$ cat config.mk
export PLATFORM = sky130hd
export DESIGN_NAME = mult_div_unit
export DESIGN_NICKNAME = d
export VERILOG_FILES = /design/src/rtl/mult_div_unit.sv
export SDC_FILE = /design/constraint.sdc
export NUM_CORES = 1
export LEC_CHECK = 0
export CAP_MARGIN = 10
export CORE_MARGIN = 2
export CORE_UTILIZATION = 60
export DETAILED_ROUTE_END_ITERATION = 7
export PLACE_DENSITY_LB_ADDON = 0.08
export RECOVER_POWER = 25
export SLEW_MARGIN = 20
export SYNTH_ARGS = -nofsm -noshare
export SYNTH_HDL_FRONTEND = slang
export SYNTH_SLANG_ARGS = --single-unit
$ cat constraint.sdc
create_clock -name clock -period 7.9 [get_ports clock]
set_input_delay 1.975 -clock clock [delete_from_list [all_inputs] [get_ports clock]]
set_output_delay 1.975 -clock clock [all_outputs]
set_load 0.02 [all_outputs]
$ cat src/rtl/mult_div_unit.sv
// Iterative HI/LO multiply/divide unit: one bit per cycle for 32 cycles, plus MTHI/MTLO.
// Define MDU_SIGNED_EN to make MULT/DIV signed; otherwise op[1] is ignored.
module mult_div_unit #(
  parameter int N = 32
) (
  input  logic         clock,
  input  logic         reset,
  input  logic         start,
  input  logic [1:0]   op,
  input  logic [N-1:0] inA,
  input  logic [N-1:0] inB,
  input  logic         hi_wen,
  input  logic         lo_wen,
  input  logic [N-1:0] wd,
  output logic         busy,
  output logic         done,
  output logic         div_zero,
  output logic [N-1:0] hi,
  output logic [N-1:0] lo
);

  localparam int CW = $clog2(N);
  localparam logic [0:0] IDLE = 1'b0;
  localparam logic [0:0] RUN  = 1'b1;

  logic [0:0]    state_q, state_d;
  logic [CW-1:0] cnt_q, cnt_d;
  logic          isDiv_q, isDiv_d;
  logic [N-1:0]  operand_q, operand_d;
  logic [2*N-1:0] work_q, work_d;
  logic [N-1:0]  hi_q, hi_d, lo_q, lo_d;
  logic          done_q, done_d, divZero_q, divZero_d;

  logic [N-1:0]  aMag, bMag;
  logic [N:0]    mulSum;
  logic [2*N-1:0] mulNext;
  logic [2*N:0]  divShift;
  logic [2*N-1:0] divNext;
  logic [2*N-1:0] iterNext;
  logic [N-1:0]  resHi, resLo;
  logic          divByZero;

`ifdef MDU_SIGNED_EN
  logic aNeg, bNeg;
  logic negRes_q, negRes_d, negRem_q, negRem_d;

  assign aNeg = op[1] & inA[N-1];
  assign bNeg = op[1] & inB[N-1];
  assign aMag = aNeg ? -inA : inA;
  assign bMag = bNeg ? -inB : inB;
`else
  logic unusedOpSign;

  assign unusedOpSign = op[1];
  assign aMag = inA;
  assign bMag = inB;
`endif

  // The carry out of the add is shifted straight back in, so {carry, acc, mplier} fits in 2N bits.
  assign mulSum  = {1'b0, work_q[2*N-1:N]} + (work_q[0] ? {1'b0, operand_q} : {(N+1){1'b0}});
  assign mulNext = {mulSum, work_q[N-1:1]};

  // A rem with bit N set after the shift always exceeds the divisor, so the trial wins.
  assign divShift = {work_q, 1'b0};
  assign divNext  = (divShift[2*N:N] >= {1'b0, operand_q})
                  ? {divShift[2*N-1:N] - operand_q, divShift[N-1:1], 1'b1}
                  : divShift[2*N-1:0];

  assign iterNext  = isDiv_q ? divNext : mulNext;
  assign divByZero = isDiv_q && (operand_q == '0);

  // Final-edge result, with sign correction when signed operation is built in.
  always_comb begin
    resHi = iterNext[2*N-1:N];
    resLo = iterNext[N-1:0];
`ifdef MDU_SIGNED_EN
    if (isDiv_q) begin
      if (!divByZero) begin
        resLo = negRes_q ? -iterNext[N-1:0]     : iterNext[N-1:0];
        resHi = negRem_q ? -iterNext[2*N-1:N]   : iterNext[2*N-1:N];
      end
    end else if (negRes_q) begin
      {resHi, resLo} = -iterNext;
    end
`endif
  end

  // Next-state: IDLE accepts start (which beats MTHI/MTLO); RUN iterates and retires on count N-1.
  always_comb begin
    state_d   = state_q;
    cnt_d     = cnt_q;
    isDiv_d   = isDiv_q;
    operand_d = operand_q;
    work_d    = work_q;
    hi_d      = hi_q;
    lo_d      = lo_q;
    done_d    = 1'b0;
    divZero_d = 1'b0;
`ifdef MDU_SIGNED_EN
    negRes_d  = negRes_q;
    negRem_d  = negRem_q;
`endif
    case (state_q)
      IDLE: begin
        if (start) begin
          state_d = RUN;
          cnt_d   = '0;
          isDiv_d = op[0];
          if (op[0]) begin
            operand_d = bMag;
            work_d    = {{N{1'b0}}, aMag};
          end else begin
            operand_d = aMag;
            work_d    = {{N{1'b0}}, bMag};
          end
`ifdef MDU_SIGNED_EN
          negRes_d = aNeg ^ bNeg;
          negRem_d = aNeg;
`endif
        end else begin
          if (hi_wen) hi_d = wd;
          if (lo_wen) lo_d = wd;
        end
      end
      RUN: begin
        work_d = iterNext;
        cnt_d  = cnt_q + CW'(1);
        if (cnt_q == CW'(N-1)) begin
          state_d   = IDLE;
          hi_d      = resHi;
          lo_d      = resLo;
          done_d    = 1'b1;
          divZero_d = divByZero;
        end
      end
      default: state_d = IDLE;
    endcase
  end

  // State and datapath registers; reset abandons any operation in flight.
  always_ff @(posedge clock or negedge reset) begin
    if (!reset) begin
      state_q   <= IDLE;
      cnt_q     <= '0;
      isDiv_q   <= 1'b0;
      operand_q <= '0;
      work_q    <= '0;
      hi_q      <= '0;
      lo_q      <= '0;
      done_q    <= 1'b0;
      divZero_q <= 1'b0;
`ifdef MDU_SIGNED_EN
      negRes_q  <= 1'b0;
      negRem_q  <= 1'b0;
`endif
    end else begin
      state_q   <= state_d;
      cnt_q     <= cnt_d;
      isDiv_q   <= isDiv_d;
      operand_q <= operand_d;
      work_q    <= work_d;
      hi_q      <= hi_d;
      lo_q      <= lo_d;
      done_q    <= done_d;
      divZero_q <= divZero_d;
`ifdef MDU_SIGNED_EN
      negRes_q  <= negRes_d;
      negRem_q  <= negRem_d;
`endif
    end
  end

  assign busy     = (state_q == RUN);
  assign done     = done_q;
  assign div_zero = divZero_q;
  assign hi       = hi_q;
  assign lo       = lo_q;

endmodule

### Word level (Yosys, flattened, before mapping)

Index checks and enable logic that the tools add are counted.

* $add $sub $neg: 3
* $mul: 0
* divide/modulo/power cells: 0
* $lt $le $gt $ge: 1
* equality and inequality tests: 6
* shift-type cells: 0
* mux-type cells: 24
* bitwise gates (word level): 1
* reductions and logical operators: 5

Operators with widths (number)
* 32-bit two-way mux: 9
* 64-bit two-way mux: 3
* 32-bit case mux with 2 select lines: 2
* 64-bit case mux with 2 select lines: 1
* 32-bit by 32-bit adder with 33-bit output: 1
* 33-bit by 32-bit >= comparator with 1-bit output: 1
* 32-bit zero test: 1
* 32-bit subtractor: 1
* 5-bit case mux with 2 select lines: 1
* 2-bit != test (second input constant): 4
* 1-bit two-way mux: 6
* 3-bit AND reduction: 2
* 5-bit by 1-bit adder with 5-bit output (second input constant): 1
* 5-bit equality test (second input constant): 1
* 5-bit two-way mux: 1
* 2-bit by 1-bit != test with 1-bit output (second input constant): 1
* 1-bit case mux with 2 select lines: 1
* 2-bit AND reduction: 1
* 1-bit logical AND: 1
* 1-bit NOT: 1

* bits in registers: 169
* latch bits: 0
* memory bits (writable): 0
* ROM bits: 0
* bits of input ports: 103
* word-level logic and storage cells: 49
* memories kept: 0

### Logic depth before layout (Yosys ltp)

* word-level depth: 5
* gate-level depth with buffers: 13

### Least setup slack after synthesis

Ideal clock, no wire load.

* path type: input port to flip-flop
* start point: in op[0]
* end point: reg work_q[0]
* library setup time: 0.135 ns
* arrival time: 3.267 ns
* required time: 7.765 ns
* path slack: 4.498 ns
* stages on the path: 6
* buffers on the path: 2
* cells stage by stage: clkbuf_1 -> buf_1 -> mux2i_1 -> nor2_1 -> a21oi_1 -> o22ai_1

* longest elaborated chain between the ends: 3

RTL lines
* from (decl): line 9 `input logic [1:0] op,`
* 32-bit two-way mux: line 109 `if (op[0]) begin`
* 64-bit two-way mux: line 105 `if (start) begin`
* 64-bit case mux with 2 select lines: line 103 `case (state_q)`
* to (signal assigned): line 161 `work_q <= work_d;`
* to (decl): line 30 `logic [2*N-1:0] work_q, work_d;`

No other way between the ends. The select of a mux whose other input is x is not followed.
A chain may end at the register's enable or synchronous reset.

### Worst setup path after layout

* start point: reg state_q (netlist: busy)
* end point: reg hi_q[4] (netlist: hi[4])

* longest elaborated chain between the ends: 3
* elaborated cells on any way between the ends: 6
* classes of those cells: eq/ne: 3; mux: 1; bitwise: 1; reduce/logical: 1

RTL lines
* from (decl): line 26 `logic [0:0] state_q, state_d;`
* from (signal assigned): line 157 `state_q <= state_d;`
* 1-bit NOT (no source line)
* 2-bit != test (no source line)
* 3-bit AND reduction (no source line)
* to (signal assigned): line 162 `hi_q <= hi_d;`
* to (decl): line 31 `logic [N-1:0] hi_q, hi_d, lo_q, lo_d;`

Parallel ways exist; a longest one is shown, timed or not.

==> out/results.tsv <==
stage	metric	value	unit
placement	place_congestion	0.955	
yosys	async_flop_share	100	%
setup_path	worstReg2RegEnd	hi[4]	
placement	portBuffers	168	
floorplanning	start_util	61.7	%
grt	grt_pass1_vias	12144	
sta	hold_viol_final	0	
clock_tree	cts_buffers	17	
layout	antenna_cells	0	
sta	rsz0062_at_grt	no	
setup_path	r2r_setup_slack	2410	ps
yosys	synth_edf_count	0	
route	via_per_inst	6.52	
setup_path	crit_path_max_fanout	85	
route	num_vias	12419	
route	drt_iter0_drc	1246	
yosys	synth_area	0.0126	mm^2
route	wl	42600	um
setup_path	reg2reg_from	busy	
yosys	syn_avg_cell_area	8.33	um^2
layout	final_nets	1793	
route	drc_errors	0	
clock_tree	cts_setup_buffers	0	
clock_tree	cts_tree	built	
setup_path	rr_worst_depth	8	
floorplanning	dieWidth	149	um
clock_tree	clkTransAtPathRegs	70	ps
floorplanning	dieArea	0.0221	mm^2
min_path	hold_class	register to register	
yosys	yosys_warnings	0	
sta	worst_slew_pin_slew	3600	ps
yosys	seq_area_frac_synth	33.7	%
clock_tree	cts_root_buffer	clkbuf_16	
sta	skew	13.3	ps
layout	final_common_cell	nand2_1	
setup_path	cp.arrival	5790	ps
sta	min_period_over_period	69.5	%
sta	drv_slew	86	
floorplanning	coreArea	0.0204	mm^2
layout	mostFrequentLayoutCells	nand2_1 (221), dfrtp_1 (167), clkdlybuf4s50_1 (166), o21ai_0 (139), a21oi_1 (132)	
grt	grt_max_degree	103	
yosys	yosys.cell_types.count	76	
grt	grt_first_pass_wirelength	66500	um
setup_path	crit_required	8190	ps
sta	finalSetupViolCount	0	
route	drtAntennaViolNets	0	
clock_tree	ctsHtreeMaxLevel	4	
grt	track_usage	39.0	%
route	wl_per_cell	22.4	um
setup_path	path_class	register to register	
setup_path	crit_end	hi[4]	
sta	fin_crit	5490	ps
grt	overflow	0	
clock_tree	hold_buffers	0	
layout	drive_above_1_share	6.12	%
yosys	syn_inst	1508	
sta	fin_tns_setup	0	ps
grt	antenna_found_initial	1	
sta	slew_headroom	-140	%
clock_tree	postCtsResizedCells	0	
setup_path	startpoint	busy	
layout	area_growth_syn_to_layout	18.8	%
clock_tree	insertion_delay	440	ps
clock_tree	clk_path_buf_depth	2	
floorplanning	fp.dieH	149	um
route	dr.pass1.iters	6	
yosys	synth_flop_cell	dfrtp_1	
floorplanning	pin_count	170	
placement	dpl.hpwl	31800	um
setup_path	endpoint_kind	register	
yosys	synth_fp_nets	1679	
run_status	outcome	complete, but fails checks	
sta	fmax	182	MHz
clock_tree	clock_sinks	169	
setup_path	cp-start-kind	register	
run_status	failed_checks	max-capacitance violations, max-slew violations	
yosys	ys_seq_elements	169	
job	drv_cap	1	
floorplanning	num_rows	52	
==> per-layer routing <==
layer / track usage (%) / share of wire [%] / vias up
met5: 0 / 0.031 / -
met4: 13.8 / 3.3 / 2
met3: 12.8 / 11 / 106
met2: 59.1 / 44 / 657
met1: 52.6 / 42 / 5958
li1: - / - / 5696
==> synth_stat cells, drive strengths merged, types with 16 or more instances <==
master	count	area (um^2)
a21o	76	571
a21oi	133	666
a31oi	22	138
and2	36	225
and3	16	100
clkbuf	74	278
dfrtp	169	4230
ha	66	826
inv	57	214
mux2	26	293
mux2i	79	791
nand2	223	840
nand3	23	120
nor2	91	342
nor3	19	105
o211ai	29	223
o21ai	141	717
xnor2	29	254
xor2	18	158
==> how the worst min path moves through the flow <==
stage | from | to | slack, ps | depth (start not counted)
floorplan | operand_q[19] | operand_q[19] | 460 | 2
global placement | lo[11] | lo[11] | 460 | 1
detailed placement | lo[27] | lo[27] | 470 | 1
CTS | lo[27] | lo[27] | 480 | 1
global route | lo[20] | lo[20] | 500 | 1
finish | lo[27] | lo[27] | 480 | 1
==> kinds of logic (layout without fill, tap and decap cells) <==
kind of cell / Yosys count / count (layout) / synth area share (%)
compound gates: 518 / 518 / 26.7
xor+xnor: 47 / 47 / 3.28
fa+ha+maj: 68 / 68 / 6.89
buf+inv: 144 / 270 / 4.44
flops: 169 / 169 / 33.7
mux: 105 / 105 / 8.63
simple gates: 457 / 457 / 16.4
==> state kept, by name, indices dropped and copies added, names as in the netlist, 5 cells and up <==
name,count
cnt_q,5
lo,32
operand_q,32
hi,32
work_q,64
==> per-stage QoR <==
stage | area [um^2] | utilization (%) | hold slack, ps | instances | worst slack (ps)
final | 14900 | 73.3 | 477 | 1904 | 2410
after global routing | 14900 | 73.3 | 500 | 1904 | 2050
after CTS | 14900 | 73.3 | 482 | 1904 | 3790
after detailed placement | 14400 | 70.5 | 465 | 1873 | 3480
after global placement | 14400 | 70.5 | 460 | 1873 | 3520
after floorplan | 12600 | - | 464 | 1508 | 4500
==> cell type report <==
type / count / area [um^2]
clock buffer: 17 / 425
clock inverter: 14 / 149
fill: 1527 / 5440
inverter: 58 / 218
multi-input combinational: 1195 / 7790
sequential: 169 / 4230
tap: 270 / 338
timing repair buffer: 181 / 1770
==> worst max-delay path, cell delays in order, from the launching register on <==
cell and delay (ps):
dfrtp_2 380, clkbuf_1 2530, nand2_1 680, inv_1 740
a21oi_1 230, buf_4 260, or3_1 310, o21ai_0 90
a21oi_1 60
Power is left out: the tool's default activity adds up to more than one toggle a clock period on the data nets, which glitch-free logic cannot reach.
